**src/rtl/uart_bus_pkg.sv**
```systemverilog
// Shared encodings and constants for the UART-to-bus responder slice.
// Optional write counter is enabled with the macro UART_RESP_WCNT_EN.
package uart_bus_pkg;

  localparam int ADDR_W = 16;
  localparam int DATA_W = 8;

  // Counter byte positions, relative to the first address past the register bank.
  localparam int WCNT_LO_OFS = 0;
  localparam int WCNT_HI_OFS = 1;

  typedef enum logic [1:0] {
    ST_IDLE   = 2'd0,
    ST_BRIDGE = 2'd1,
    ST_LOCAL  = 2'd2
  } state_e;

  typedef enum logic {
    OWN_BRIDGE = 1'b0,
    OWN_LOC    = 1'b1
  } owner_e;

endpackage

```
**src/rtl/uart_bus_arb.sv**
```systemverilog
// Bus ownership arbiter: IDLE/BRIDGE/LOCAL FSM with round-robin tie break.
// Grants are registered and always equal the decode of the current state.
module uart_bus_arb
  import uart_bus_pkg::*;
(
  input  logic clock,
  input  logic reset,
  input  logic int_req,
  input  logic loc_req,
  output logic int_gnt,
  output logic loc_gnt
);

  state_e state_q;
  owner_e rr_last_q;
  logic   int_gnt_q;
  logic   loc_gnt_q;

  // Ownership FSM; grant flops are updated together with the state they decode.
  // NOTE: sequential state uses non-blocking assignments so every flop sees pre-edge values.
  always_ff @(posedge clock or posedge reset) begin
    if (reset) begin
      state_q   <= ST_IDLE;
      rr_last_q <= OWN_LOC;
      int_gnt_q <= 1'b0;
      loc_gnt_q <= 1'b0;
    end else begin
      case (state_q)
        ST_IDLE: begin
          if (int_req && (!loc_req || rr_last_q == OWN_LOC)) begin
            state_q   <= ST_BRIDGE;
            int_gnt_q <= 1'b1;
          end else if (loc_req) begin
            state_q   <= ST_LOCAL;
            loc_gnt_q <= 1'b1;
          end
        end
        ST_BRIDGE: begin
          if (!int_req) begin
            state_q   <= ST_IDLE;
            int_gnt_q <= 1'b0;
            rr_last_q <= OWN_BRIDGE;
          end
        end
        ST_LOCAL: begin
          if (!loc_req) begin
            state_q   <= ST_IDLE;
            loc_gnt_q <= 1'b0;
            rr_last_q <= OWN_LOC;
          end
        end
        default: begin
          state_q   <= ST_IDLE;
          int_gnt_q <= 1'b0;
          loc_gnt_q <= 1'b0;
        end
      endcase
    end
  end

  assign int_gnt = int_gnt_q;
  assign loc_gnt = loc_gnt_q;

endmodule

```
**src/rtl/uart_bus_responder.sv**
```systemverilog
// Register-file responder at the far end of the UART-to-bus bridge.
// Serves bridge reads/writes and local-master writes to NUM_REGS byte registers.
// Define UART_RESP_WCNT_EN to add a 16-bit accepted-write counter after the bank.
module uart_bus_responder
  import uart_bus_pkg::*;
#(
  parameter logic [ADDR_W-1:0] BASE_ADDR = 16'h0000,
  parameter int                NUM_REGS  = 8
) (
  input  logic                  clock,
  input  logic                  reset,
  input  logic [ADDR_W-1:0]     int_address,
  input  logic [DATA_W-1:0]     int_wr_data,
  input  logic                  int_write,
  input  logic                  int_read,
  output logic [DATA_W-1:0]     int_rd_data,
  input  logic                  int_req,
  output logic                  int_gnt,
  input  logic                  loc_req,
  output logic                  loc_gnt,
  input  logic [ADDR_W-1:0]     loc_address,
  input  logic [DATA_W-1:0]     loc_wr_data,
  input  logic                  loc_write,
  output logic [8*NUM_REGS-1:0] ctrl_regs
);

  localparam int                IDX_W      = (NUM_REGS > 1) ? $clog2(NUM_REGS) : 1;
  localparam logic [ADDR_W-1:0] NUM_REGS_A = ADDR_W'(NUM_REGS);

  logic [DATA_W-1:0] regs_q [NUM_REGS];
  logic [DATA_W-1:0] rd_data_q;
  logic [DATA_W-1:0] rd_val;

  // Offsets wrap in 16 bits, so addresses below BASE_ADDR land far out of range.
  logic [ADDR_W-1:0] int_ofs;
  logic [ADDR_W-1:0] loc_ofs;
  logic [ADDR_W-1:0] wr_ofs;
  logic [DATA_W-1:0] wr_data;
  logic              wr_stb;
  logic              wr_en;

  assign int_ofs = int_address - BASE_ADDR;
  assign loc_ofs = loc_address - BASE_ADDR;

  // Only one grant can be high, so the granted master selects the write port.
  assign wr_stb  = (int_write && int_gnt) || (loc_write && loc_gnt);
  assign wr_ofs  = int_gnt ? int_ofs : loc_ofs;
  assign wr_data = int_gnt ? int_wr_data : loc_wr_data;
  assign wr_en   = wr_stb && (wr_ofs < NUM_REGS_A);

  uart_bus_arb u_arb (
    .clock   (clock),
    .reset   (reset),
    .int_req (int_req),
    .loc_req (loc_req),
    .int_gnt (int_gnt),
    .loc_gnt (loc_gnt)
  );

`ifdef UART_RESP_WCNT_EN
  localparam logic [ADDR_W-1:0] CNT_LO_A = ADDR_W'(NUM_REGS + WCNT_LO_OFS);
  localparam logic [ADDR_W-1:0] CNT_HI_A = ADDR_W'(NUM_REGS + WCNT_HI_OFS);

  logic [15:0] wcnt_q;
  logic        cnt_clr;

  assign cnt_clr = wr_stb && (wr_ofs == CNT_LO_A || wr_ofs == CNT_HI_A);

  // Accepted-write counter; a clearing write is not itself counted.
  always_ff @(posedge clock or posedge reset) begin
    if (reset) begin
      wcnt_q <= '0;
    end else if (cnt_clr) begin
      wcnt_q <= '0;
    end else if (wr_en) begin
      wcnt_q <= wcnt_q + 16'd1;
    end
  end
`endif

  // Bridge read mux: registers, optional counter bytes, otherwise zero.
  // NOTE: every combinational output gets a default first so no latch is inferred.
  always_comb begin
    rd_val = '0;
    if (int_ofs < NUM_REGS_A) begin
      rd_val = regs_q[int_ofs[IDX_W-1:0]];
`ifdef UART_RESP_WCNT_EN
    end else if (int_ofs == CNT_LO_A) begin
      rd_val = wcnt_q[7:0];
    end else if (int_ofs == CNT_HI_A) begin
      rd_val = wcnt_q[15:8];
`endif
    end
  end

  // Register bank and read-data holding register; reads see the pre-write value.
  // NOTE: the bank is small control state with defined reset values, so it is reset like any flop.
  always_ff @(posedge clock or posedge reset) begin
    if (reset) begin
      for (int k = 0; k < NUM_REGS; k++) begin
        regs_q[k] <= '0;
      end
      rd_data_q <= '0;
    end else begin
      if (wr_en) begin
        regs_q[wr_ofs[IDX_W-1:0]] <= wr_data;
      end
      if (int_read && int_gnt) begin
        rd_data_q <= rd_val;
      end
    end
  end

  assign int_rd_data = rd_data_q;

  for (genvar k = 0; k < NUM_REGS; k++) begin : g_flat
    assign ctrl_regs[8*k +: 8] = regs_q[k];
  end

endmodule

```
**config.mk**
```make
export PLATFORM = sky130hd
export DESIGN_NAME = uart_bus_responder
export DESIGN_NICKNAME = d
export VERILOG_FILES = /design/src/rtl/uart_bus_pkg.sv /design/src/rtl/uart_bus_arb.sv /design/src/rtl/uart_bus_responder.sv
export SDC_FILE = /design/constraint.sdc
export NUM_CORES = 1
export LEC_CHECK = 0
export BUFFER_PORTS_ARGS = -buffer_cell sky130_fd_sc_hd__buf_2
export CORE_MARGIN = 3
export CORE_UTILIZATION = 55
export DETAILED_ROUTE_END_ITERATION = 12
export PLACE_DENSITY = 0.85
export SYNTH_ARGS = -nofsm -noshare
export SYNTH_HDL_FRONTEND = slang
export SYNTH_SLANG_ARGS = --single-unit
```
**constraint.sdc**
```tcl
create_clock -name clock -period 3.4 [get_ports clock]
set_input_delay 0 -clock clock [delete_from_list [all_inputs] [get_ports clock]]
set_output_delay 0 -clock clock [all_outputs]
set_load 0.01 [all_outputs]
```
==> impl_results.md <==
* Final setup violation count at 0
* Filler cell count at 478
* Most common cell after layout, fill and taps aside: buf_2
* Max cap viols at 0
* Post-synth top flop: dfrtp_1
* Io pins at 129
* Min Tclk post-route at 2.69 ns
* Register area at 1930 sq um
* First-pass iteration count of the detailed router at 4
* GRT Resource Usage Total at 26.6%
* PD cells at 381 nW/um^2
* Initial antenna violation count at 0
* Routability cong. at 0.836
* Comb pwr share at 15.5%
* Flop pwr share at 50.1%
* Leak at 2.53 nW
* CP max stage delay at 0.76 ns
* Rel. slew slack at 39.7%
* Max Slew Vio Count at 0
* Via density at 5.81
* Largest area contributor in the netlist: dfrtp_1
* Final core occ at 71.9%
* CTS Buf Count at 9
* Cell variety after synth at 33
* Switching Power at 0.592 mW
* Hold Fails Final Rpt at 0
* Root buffer cell: clkbuf_8
* Sw frac at 30.9%
* F_max at 0.371 GHz
* Hold Crit Class: in -> reg
* Area occupied by multi-input gates at 2070 sq um
* Max VDD drop at 226 uV
* Final HPWL DP at 7730 um
* Clock buffer depth at 2
* CTS tree: built
* Async S/R FF share, synth at 100%
* Cells after Synth at 253
* Iter 0 DRT Violations at 137
* Clk slew on worst S/H paths at 0.09 ns
* EDFF count, synth at 0
* Routed wire per std cell at 21.5 um
* Synth Warn # at 0
* CP Data Arrival Time at 2.94 ns
* Routed Antenna Nets at 0
* Drt drc at 0
* First-pass GRT wire length at 17,000 um
* CP max FO at 16
* Sum Neg Setup Slack at 0 ns
* Worst Skew at 0.0138 ns
* Fin crit share at 79.2%
* Status: completed
* GR Overflow Total at 0
* CTS Hold Bufs at 3
* Buffers plus inverters on the worst setup path at 1
* Post-synth top area share at 46.9%
* Clock power frac at 34.4%
* Synthesis-to-layout area growth at 23.8%
* Critical-path cell list: buf_4 > or2b_1 > o32a_1 > a211oi_4 > mux2_4
* R2r setup slk at 0.71 ns
* Mapped Nets at 308
* Seq cells post-synth at 77
* Dominant cells by area after synthesis: dfrtp_1 (47%), mux2_4 (24%), mux4_2 (8.9%)
* # diodes at 0
* Core box area at 6980 sq um
* IO Port Bufs at 128
* RSZ-0062 raised after global routing: false
* DRT Wirelength at 10,600 um
* Clock sinks at 77
* Leading cell types in the layout, fill and taps excluded: buf_2 (128), dfrtp_1 (76), mux2_4 (64)
* CTS H-Tree Depth at 3
* Mapped Area at 4060 sq um
* Num rows at 30
* Layout cell share with drive strength beyond 1 at 64.3%
* Number of global-route vias before repair at 3,013
* NumNets Final at 445
* Worst EP required at 3.64 ns
* Post-CTS Resized at 0
* Die height at 91.9 um
* DIE AREA at 8440 sq um
* Delay-heaviest family, CP: compound AO/OA/AOI/OAI gates
* Mean cell area of the mapped netlist at 16.0 sq um
* Setup CP Type: reg -> reg
* Startpoint Class: flip-flop
* Vias at 2,853
* Setup repair bufs after CTS at 0
* Largest net degree at the start of global routing at 35
* Die width at 91.9 um
* Slew of the pin with the lowest slew margin at 0.902 ns
* Slowest CP cell: a211oi_4
* Critical path endpoint category: flip-flop
* Initial Utilization at 58.1%
* Int Pwr at 1.32 mW
* Register area share after synthesis at 47.5%
* Skew-Pair Late Insertion Delay at 0.36 ns
[area by class of cell]
| cell class | count | area share, % |
|---|---|---|
| Multi-Input combinational cell | 162 | 41.3 |
| Sequential cell | 77 | 38.4 |
| Timing Repair Buffer | 134 | 13.8 |
| Clock buffer | 9 | 2.47 |
| Tap cell | 96 | 2.39 |
| Clock inverter | 7 | 1.25 |
| Inverter | 6 | 0.448 |
[routing by layer]
metal / global-route usage [%] / routed length, um / vias to the layer above
li1: - / - / 1226
met1: 36.3 / 4290 / 1451
met2: 42.7 / 5220 / 155
met3: 5.99 / 877 / 21
met4: 8.29 / 181 / 0
met5: 0 / 0 / -
[cell families (layout without fill, tap and decap cells)]
| kind of cell | Yosys count | after routing | share of synthesized area (%) |
|---|---|---|---|
| AO/OA/AOI/OAI | 33 | 33 | 7.74 |
| AND/OR/NAND/NOR | 33 | 33 | 6.57 |
| buffers and inverters | 14 | 156 | 1.42 |
| multiplexers | 96 | 96 | 36.8 |
| flip-flops | 77 | 77 | 47.5 |
[power groups by stage]
| stage | clock network, mW | logic (mW) | registers (mW) |
|---|---|---|---|
| 3_3_place_gp | 0 | 0.283 | 0.976 |
| 5_1_grt | 0.709 | 0.322 | 0.964 |
| 6_report | 0.659 | 0.297 | 0.960 |
| 4_1_cts | 0.661 | 0.297 | 0.961 |
| 2_1_floorplan | 0 | 0.196 | 0.971 |
| 3_5_place_dp | 0 | 0.293 | 0.979 |
[state kept, by name (all words and copies together), names as in the netlist]
signal,cells
u_arb.loc_gnt,1
u_arb.state_q,2
u_arb.rr_last_q,1
ctrl_regs,64
int_rd_data,8
u_arb.int_gnt,1
[final timing paths]
| kind | cells after the start | from | end |
|---|---|---|---|
| max | 5 | u_arb.int_gnt$_DFFE_PP0P_ | ctrl_regs[32]$_DFFE_PP0P_ |
| min | 3 | loc_wr_data[3] | ctrl_regs[11]$_DFFE_PP0P_ |
| max reg2reg | 5 | u_arb.int_gnt$_DFFE_PP0P_ | ctrl_regs[32]$_DFFE_PP0P_ |
| min reg2reg | 2 | int_rd_data[4]$_DFFE_PP0P_ | int_rd_data[4]$_DFFE_PP0P_ |
| max in group asynchronous | 4 | reset | ctrl_regs[10]$_DFFE_PP0P_ |
| min in group asynchronous | 3 | reset | int_rd_data[1]$_DFFE_PP0P_ |
[Yosys cell counts, types with 2 or more instances]
library cell  count
a211oi_4          8
a21oi_1           4
a32oi_1           2
buf_1             3
buf_2             4
dfrtp_1          76
inv_1             6
mux2_2            8
mux2_4           64
mux2i_1           8
mux4_2           16
nand2_1          14
nand4_4           2
nor2_1            5
nor4_2            2
nor4_4            3
o21ai_0           5
o21ai_1           8
[stage by stage]
| stage | power [mW] | std cells | cell area (sq um) | setup slack, ns | hold slack (ns) |
|---|---|---|---|---|---|
| final | 1.92 | 491 | 5020 | 0.707 | 0.133 |
| after global routing | 1.99 | 491 | 5020 | 0.628 | 0.151 |
| after CTS | 1.92 | 491 | 5020 | 0.702 | 0.130 |
| after detailed placement | 1.27 | 472 | 4810 | 0.709 | 0.0790 |
| after global placement | 1.26 | 472 | 4810 | 0.810 | 0.0771 |
| after floorplan | 1.17 | 253 | 4060 | 1.27 | 0.156 |
[worst register-to-register path: stages (launching register included)]
cell and delay, ns:
dfrtp_1 0.60, buf_4 0.31, or2b_1 0.25, o32a_1 0.30, a211oi_4 0.76, mux2_4 0.35
Note: power is estimated with default switching activity, not from simulation.
